File: config.mk
export PLATFORM = sky130hd
export DESIGN_NAME = io_bridge
export DESIGN_NICKNAME = d
export VERILOG_FILES = /design/src/rtl/io_bridge_pkg.sv /design/src/rtl/io_bridge_switch_debouncer.sv /design/src/rtl/io_bridge.sv
export SDC_FILE = /design/constraint.sdc
export NUM_CORES = 1
export LEC_CHECK = 0
export CORE_MARGIN = 2
export CORE_UTILIZATION = 47
export CTS_CLUSTER_DIAMETER = 40
export DETAILED_ROUTE_END_ITERATION = 7
export GPL_TIMING_DRIVEN = 1
export PLACE_DENSITY = 0.8
export SYNTH_ARGS = -nofsm -noshare
export SYNTH_HDL_FRONTEND = slang
export SYNTH_SLANG_ARGS = --single-unit
File: constraint.sdc
create_clock -name clock -period 3.35 [get_ports clock]
set_clock_uncertainty 0.1 [all_clocks]
set_input_delay 0.335 -clock clock [delete_from_list [all_inputs] [get_ports clock]]
set_output_delay 0.335 -clock clock [all_outputs]
set_load 0.02 [all_outputs]
File: src/rtl/io_bridge_pkg.sv
// Shared constants for the I/O bridge: offsets, window base, reset glyphs and hex glyph table.
package io_bridge_pkg;

    localparam logic [9:0]  LED_OFFSET    = 10'h360;
    localparam logic [9:0]  SWITCH_OFFSET = 10'h370;
    localparam logic [9:0]  SEG_OFFSET    = 10'h380;
    localparam logic [21:0] IO_BASE       = 22'h3FFFFF;

    localparam logic [7:0] SEG_BLANK       = 8'hFF;
    localparam logic [7:0] SEG_RESET_EN    = 8'hFE;
    localparam logic [7:0] SEG_RESET_GLYPH = 8'hC0;

    // Active-low {dp,g..a}; element 0 is the glyph for nibble 0.
    localparam logic [15:0][7:0] HEX_GLYPH = {
        8'h8E, 8'h86, 8'hA1, 8'hC6, 8'h83, 8'h88, 8'h90, 8'h80,
        8'hF8, 8'h82, 8'h92, 8'h99, 8'hB0, 8'hA4, 8'hF9, 8'hC0
    };

    function automatic logic [7:0] hex_glyph(input logic [3:0] nibble);
        return HEX_GLYPH[nibble];
    endfunction

endpackage

File: src/rtl/io_bridge_switch_debouncer.sv
// Two-flop synchronizer plus saturating debounce counter over a whole switch vector.
module switch_debouncer #(
    parameter int unsigned WIDTH           = 24,
    parameter logic [15:0] DEBOUNCE_CYCLES = 16'd50000
) (
    input  logic             clock,
    input  logic             reset,
    input  logic [WIDTH-1:0] raw_in,
    output logic [WIDTH-1:0] stable_out
);

    localparam logic [15:0] COUNT_LAST = DEBOUNCE_CYCLES - 16'd1;

    logic [WIDTH-1:0] sync1_q, sync2_q;
    logic [WIDTH-1:0] cand_q, cand_d;
    logic [WIDTH-1:0] stable_q, stable_d;
    logic [15:0]      cnt_q, cnt_d;

    always_comb begin
        cand_d   = cand_q;
        cnt_d    = cnt_q;
        stable_d = stable_q;
        if (sync2_q != cand_q) begin
            cand_d = sync2_q;
            cnt_d  = '0;
        end else begin
            if (cnt_q != COUNT_LAST) begin
                cnt_d = cnt_q + 16'd1;
            end
            // Accept on the edge the count lands on its terminal value.
            if (cnt_d == COUNT_LAST) begin
                stable_d = cand_q;
            end
        end
    end

    always_ff @(posedge clock) begin
        if (reset) begin
            sync1_q  <= '0;
            sync2_q  <= '0;
            cand_q   <= '0;
            stable_q <= '0;
            cnt_q    <= '0;
        end else begin
            sync1_q  <= raw_in;
            sync2_q  <= sync1_q;
            cand_q   <= cand_d;
            stable_q <= stable_d;
            cnt_q    <= cnt_d;
        end
    end

    assign stable_out = stable_q;

endmodule

File: src/rtl/io_bridge.sv
// Memory-mapped I/O bridge: LED register, debounced switches and optional seven-segment scanner.
// The seg data register and scanner are built only when IO_BRIDGE_SEG_EN is defined.
module io_bridge
    import io_bridge_pkg::*;
#(
    parameter logic [15:0] DEBOUNCE_CYCLES = 16'd50000,
    parameter logic [15:0] SCAN_DIV        = 16'd20000
) (
    input  logic        clock,
    input  logic        reset,
    input  logic        mem_read,
    input  logic        io_read,
    input  logic        io_write,
    input  logic [9:0]  addr_low,
    input  logic [31:0] write_data,
    input  logic [31:0] mem_read_data,
    output logic [31:0] read_data,
    input  logic [23:0] switch_in,
    output logic [23:0] led_out,
    output logic [7:0]  seg_en,
    output logic [7:0]  seg_out
);

    logic [23:0] led_q, led_d;
    logic [23:0] switch_reg;

    switch_debouncer #(
        .WIDTH          (24),
        .DEBOUNCE_CYCLES(DEBOUNCE_CYCLES)
    ) u_switch_debouncer (
        .clock     (clock),
        .reset     (reset),
        .raw_in    (switch_in),
        .stable_out(switch_reg)
    );

    always_comb begin
        led_d = led_q;
        if (io_write && (addr_low == LED_OFFSET)) begin
            led_d = write_data[23:0];
        end
    end

    always_ff @(posedge clock) begin
        if (reset) begin
            led_q <= '0;
        end else begin
            led_q <= led_d;
        end
    end

    assign led_out = led_q;

`ifdef IO_BRIDGE_SEG_EN
    logic [31:0] seg_data_q, seg_data_d;
    logic [15:0] div_q, div_d;
    logic [2:0]  digit_q, digit_d;
    logic [3:0]  nibble;

    always_comb begin
        seg_data_d = seg_data_q;
        if (io_write && (addr_low == SEG_OFFSET)) begin
            seg_data_d = write_data;
        end
        div_d   = div_q + 16'd1;
        digit_d = digit_q;
        if (div_q == SCAN_DIV - 16'd1) begin
            div_d   = '0;
            digit_d = digit_q + 3'd1;
        end
    end

    always_ff @(posedge clock) begin
        if (reset) begin
            seg_data_q <= '0;
            div_q      <= '0;
            digit_q    <= '0;
        end else begin
            seg_data_q <= seg_data_d;
            div_q      <= div_d;
            digit_q    <= digit_d;
        end
    end

    assign nibble  = seg_data_q[{digit_q, 2'b00} +: 4];
    assign seg_en  = ~(8'b1 << digit_q);
    assign seg_out = hex_glyph(nibble);
`else
    assign seg_en  = SEG_BLANK;
    assign seg_out = SEG_BLANK;
`endif

    // Reads see pre-edge register values, so a same-cycle write returns the old word.
    always_comb begin
        read_data = 32'h0;
        if (io_read) begin
            unique case (addr_low)
                LED_OFFSET:    read_data = {8'h0, led_q};
                SWITCH_OFFSET: read_data = {8'h0, switch_reg};
`ifdef IO_BRIDGE_SEG_EN
                SEG_OFFSET:    read_data = seg_data_q;
`endif
                default:       read_data = 32'h0;
            endcase
        end else if (mem_read) begin
            read_data = mem_read_data;
        end
    end

endmodule

# Word-level counts from Yosys, hierarchy flattened
# Index checks and enable logic that the tools add are counted.
# op_classes
addsub	1
multipliers	0
div_mod_pow	0
magnitude_cmp	0
n_eq_ne	5
shifts	0
n_mux	5
bitwise	1
n_reduce_logical	3
# op_table
operator	count
two-way mux 32 bit	2
case mux 24 bit (2 select lines)	1
two-way mux 16 bit	2
!= test 24 bit	1
== test 10 bit, second input constant	2
adder 16 x 1 -> 16 bit, second input constant	1
== test 16 bit, second input constant	1
!= test 16 bit, second input constant	1
AND reduction 2 bit	1
OR reduction 2 bit	1
logical AND 1 bit	1
inverter 1 bit	1
# word_totals
register_bits	136
latchBits	0
mem_bits_rw	0
romBits	0
in_bits	103
output_inout_bits	72
elab_cells	21
memories	0

# Logic depth before layout (Yosys ltp)
# depth
depth_word	5
mapped_depth	9
ltp_nobuf	7

# By module
# From an unflattened synthesis, not the netlist that was laid out.
# unflattened
hier_cells	660
area_unflattened_um2	6281.0
# modules_own_cells
module	instances	cells_per_inst	area_each_um2	seq_area_each_um2
switch_debouncer	1	419	4286.6	2242.2
io_bridge	1	241	1994.4	480.5

# Worst setup path before layout
# Ideal clock, no wire load.
# synth_timing
path_type	reg2reg
from	register u_switch_debouncer.cnt_q[0]
to	register u_switch_debouncer.stable_q[10] (netlist: u_switch_debouncer.stable_out[10])
setup_ns	0.072
arrival_time_ns	2.547
required_ns	3.178
path_slack_ns	0.631
path_stages_with_launch	9
n_path_buf	1
synth_period_minus_slack_ns	2.719
path_cell_list	dfxtp_1 ha_1 nand3_1 nor4_1 xnor2_1 or3b_4 nor4_4 buf_6 mux2i_1
# synth_between
elab_chain_cells	5
word_cells_on_any_way	6
classes_between	add/sub (1); eq/ne (2); mux (2); reduce/logical (1)
# synth_lines
item	line_no	source
start, declared	io_bridge_switch_debouncer.sv:17	logic [15:0] cnt_q, cnt_d;
start signal, assigned	io_bridge_switch_debouncer.sv:49	cnt_q <= cnt_d;
adder 16 x 1 -> 16 bit or != test 16 bit (tied branches)	io_bridge_switch_debouncer.sv:28, io_bridge_switch_debouncer.sv:27	
two-way mux 16 bit *	io_bridge_switch_debouncer.sv:27	if (cnt_q != COUNT_LAST) begin
two-way mux 16 bit *	io_bridge_switch_debouncer.sv:23	if (sync2_q != cand_q) begin
== test 16 bit *	io_bridge_switch_debouncer.sv:31	if (cnt_d == COUNT_LAST) begin
AND reduction 2 bit (no line) *	-	
end signal, assigned	io_bridge_switch_debouncer.sv:48	stable_q <= stable_d;
end, declared	io_bridge_switch_debouncer.sv:16	logic [WIDTH-1:0] stable_q, stable_d;
# Every way passes the cells marked *; elsewhere a longest branch is shown, timed or not. The select of a mux whose other input is x is not followed.
# A chain may end at the register's enable or synchronous reset.

# Worst setup path in the final report
# layout_timing
from	input addr_low[6]
to	output read_data[15]
# layout_between
elab_chain_cells	3
word_cells_on_any_way	4
classes_between	eq/ne (2); mux (2)
# layout_lines
item	line_no	source
start, declared	io_bridge.sv:14	input logic [9:0] addr_low,
== test 10 bit	io_bridge.sv:97	unique case (addr_low)
case mux 24 bit (2 select lines) *	io_bridge.sv:97	
two-way mux 32 bit *	io_bridge.sv:96	if (io_read) begin
end, declared	io_bridge.sv:17	output logic [31:0] read_data,
# Every way passes the cells marked *; elsewhere a longest branch is shown, timed or not.

==> results by group <==
Detailed routing
  • Total Wirelength: between 10000 and 15000 um
  • DR iter-0 viols: around 240
  • Post-DR vias/cell: 4.82
  • Drt wl/cell: 14.3 um
  • DR vias: 4399
  • Remaining design rule violation count: 0
  • First-pass iteration count of the detailed router: 4
  • ANT nets after route: 0

Synth
  • Mux share of post-synthesis cell area: 12.5%
  • Synth Flop Type: dfxtp_1
  • Synth Register Bits: 136
  • Synth Area in XOR/XNOR: 5.83%
  • Ys async rst share: 0%
  • Post-Synth Adder-Cell Area: 0.213%
  • Mapped Avg Cell Area: 9.87 um^2
  • Post-Syn Area: ~0.0059 mm^2
  • Synth unique cells: 46
  • Synthesized netlist cell count: 594
  • Synth Area in Simple Gates: 25.3%
  • Largest family of logic cells by synthesized area: simple AND/OR/NAND/NOR gates
  • Compound-Gate Fraction of Synth Area: 3.86%
  • Seq/Total Area, Yosys: 46.5%
  • Yosys warning count: 0
  • Number of flops mapped to enable cells by yosys: 0

Finish
  • Multi-input combinational cell area: 0.00286 mm^2
  • Area Growth Syn to Fin: 36.3%
  • Fillers: 943
  • Layout cells sized above 1: 6.59%
  • Post-layout nets: approximately 830
  • Reg area: 0.00272 mm^2

Setup path
  • Cells along the critical path: clkdlybuf4s50_1 > nor4bb_1 > nand3_1 > nor4_1 > nand2_1 > buf_4 > o21ai_0 > clkdlybuf4s50_1
  • Worst Path Max Fanout: 24
  • Crit. End Element: primary output
  • Slowest stage cell on the critical path: clkdlybuf4s50_1
  • Most frequent CP cell: clkdlybuf4s50_1
  • Largest stage delay, worst path: 0.65 ns
  • CP arrival: approximately 2.6 ns
  • Worst Setup Path Type: input pin to primary output
  • Worst setup SP type: input pin
  • Required time worst endpoint: 2.91 ns

GRT
  • Vias in the first global route: 4306
  • Overall Global Routing Usage: 19.7%
  • Largest net degree at the start of global routing: 93
  • Antenna violations before repair: 1
  • Gr ovfl total: 0
  • First-pass GRT wire length: around 21000 um

Placed design
  • HPWL Detailed: 9310 um
  • Placer Congestion: 0.846
  • I/O Buffers: 150

Die
  • Die area: 0.0134 mm^2
  • DIE WIDTH: around 120 um
  • Die height: 116 um
  • # rows: 40
  • IO Pins: ~180
  • Initial core utilization: between 40% and 50%
  • Core Area: 0.0121 mm^2

STA
  • Fin crit period: 3.07 ns
  • RSZ-0062 raised after global routing: false
  • Final Hold Viols: 0
  • Worst-Margin Slew: 0.805 ns
  • Worst hold slack: ~0.33 ns
  • Max Slew Vio Count: 0
  • Max Clk Rate: 326 MHz
  • Period utilization: 91.5%
  • Slew headroom: between 40 and 50%
  • Setup TNS: 0 ns
  • Setup Viol. Count Final: 0

Clock network
  • Root Buffer: clkbuf_16
  • Hold_buf cts: 0
  • CTS tree: done
  • Clock Sinks: ~140
  • Cts bufs inserted: 17
  • Maximum root-to-sink buffer count: 2
  • Setup Fix Bufs, Post-CTS: 0
  • H-tree levels: 4
  • Skew-Pair Late Insertion Delay: 0.40 ns
  • Clock-pin slew on the worst setup and hold paths: 0.05 ns
  • Post-CTS sizing: 0

Worst hold path
  • Worst min path class: register to register

Flow run
  • Count of max-cap constraint violations: 0

Outcome
  • Outcome: finished, final reports clean

Pwr
  • LEAKAGE: ~2.9 nW
  • Pwr dens: 486 mW/mm^2
  • Maximum vdd ir drop: 0.000371 V
-- cells by family after synthesis --
group,Yosys count
xor+xnor,39
mux,73
fa+ha+maj,1
compound gates,39
flops,136
buf+inv,56
simple gates,249
other cells,1
-- flip-flops by register name, summed over array words and instances (netlist names) --
register,count
u_switch_debouncer.cnt_q,16
u_switch_debouncer.cand_q,24
led_out,24
u_switch_debouncer.sync2_q,24
u_switch_debouncer.stable_out,24
u_switch_debouncer.sync1_q,24
-- area by class of cell --
type | instances | share of cell area (%)
Tap cell | 168 | 2.63
Timing Repair Buffer | 157 | 19.6
Clock inverter | 10 | 1.79
Multi-Input combinational cell | 417 | 35.8
Antenna cell | 1 | 0.0313
Sequential cell | 136 | 34.1
Clock buffer | 22 | 6.06
Inverter | 1 | 0.0470
-- placed cells by master (no fill, tap or decap), types with 16 or more instances in the layout --
cell type        count
clkdlybuf4s50_1    149
dfxtp_1            136
mux2i_1             73
nor2b_1             72
nor2_1              43
or2b_1              40
nand2_1             33
xnor2_1             33
o21ai_0             26
clkbuf_16           17
conb_1              16
-- critical path, delay by kind of cell --
kind                   cells  cell delay, ns
AO/OA/AOI/OAI              1            0.25
AND/OR/NAND/NOR            4            0.72
buffers and inverters      3            1.32
-- metal layers --
layer | global-route usage, % | wire length, um | vias up
li1 | - | - | 2207
met1 | 22.4 | 5560 | 2017
met2 | 34.5 | 6240 | 154
met3 | 5.75 | 849 | 21
met4 | 8.73 | 366 | 0
met5 | 0 | 0 | -
-- through the flow --
step | cells | setup slack (ns) | utilization (%) | total power [mW] | area, um^2
final | 912 | 0.285 | 66.0 | 3.88 | 7990
after global routing | 912 | 0.139 | 66.0 | 4.02 | 7990
after CTS | 911 | 0.254 | 65.9 | 3.93 | 7990
after detailed placement | 879 | 0.257 | 60.8 | 2.00 | 7360
after global placement | 879 | 0.289 | 60.8 | 1.99 | 7360
after floorplan | 609 | 0.631 | - | 1.85 | 5920
-- path summary, 6_finish.rpt --
path         depth (start not counted)                                              to                                     start  slack, ns
max                                  8                                   read_data[15]                               addr_low[6]       0.28
min                                  1        u_switch_debouncer.sync2_q[2]$_SDFF_PP0_  u_switch_debouncer.sync1_q[2]$_SDFF_PP0_       0.33
max reg2reg                          8  u_switch_debouncer.stable_out[13]$_SDFFE_PP0P_    u_switch_debouncer.cnt_q[0]$_SDFF_PP0_       0.33
min reg2reg                          1        u_switch_debouncer.sync2_q[2]$_SDFF_PP0_  u_switch_debouncer.sync1_q[2]$_SDFF_PP0_       0.33
-- Yosys cell counts (4+ instances only) --
| cell type | instances | share of area [%] |
|---|---|---|
| nand2_1 | 33 | 2.1 |
| nor3_1 | 6 | 0.51 |
| or2b_1 | 40 | 5.1 |
| buf_6 | 6 | 1.2 |
| and2_1 | 8 | 0.85 |
| o21ai_0 | 26 | 2.2 |
| nor2b_1 | 73 | 7.8 |
| nor2_1 | 43 | 2.8 |
| clkbuf_1 | 26 | 1.7 |
| nand3_1 | 6 | 0.51 |
| nand2b_1 | 8 | 0.85 |
| nor4_1 | 4 | 0.43 |
| mux2i_1 | 73 | 12 |
| xor2_1 | 6 | 0.90 |
| nand4_1 | 8 | 0.85 |
| buf_4 | 18 | 2.3 |
| xnor2_1 | 33 | 4.9 |
| dfxtp_1 | 136 | 46 |
-- power by group --
part	switching [mW]	internal, mW
clock network	0.671	1.25
registers	0.0165	1.65
logic	0.119	0.174
No activity file was read; power rests on OpenSTA's default activity.
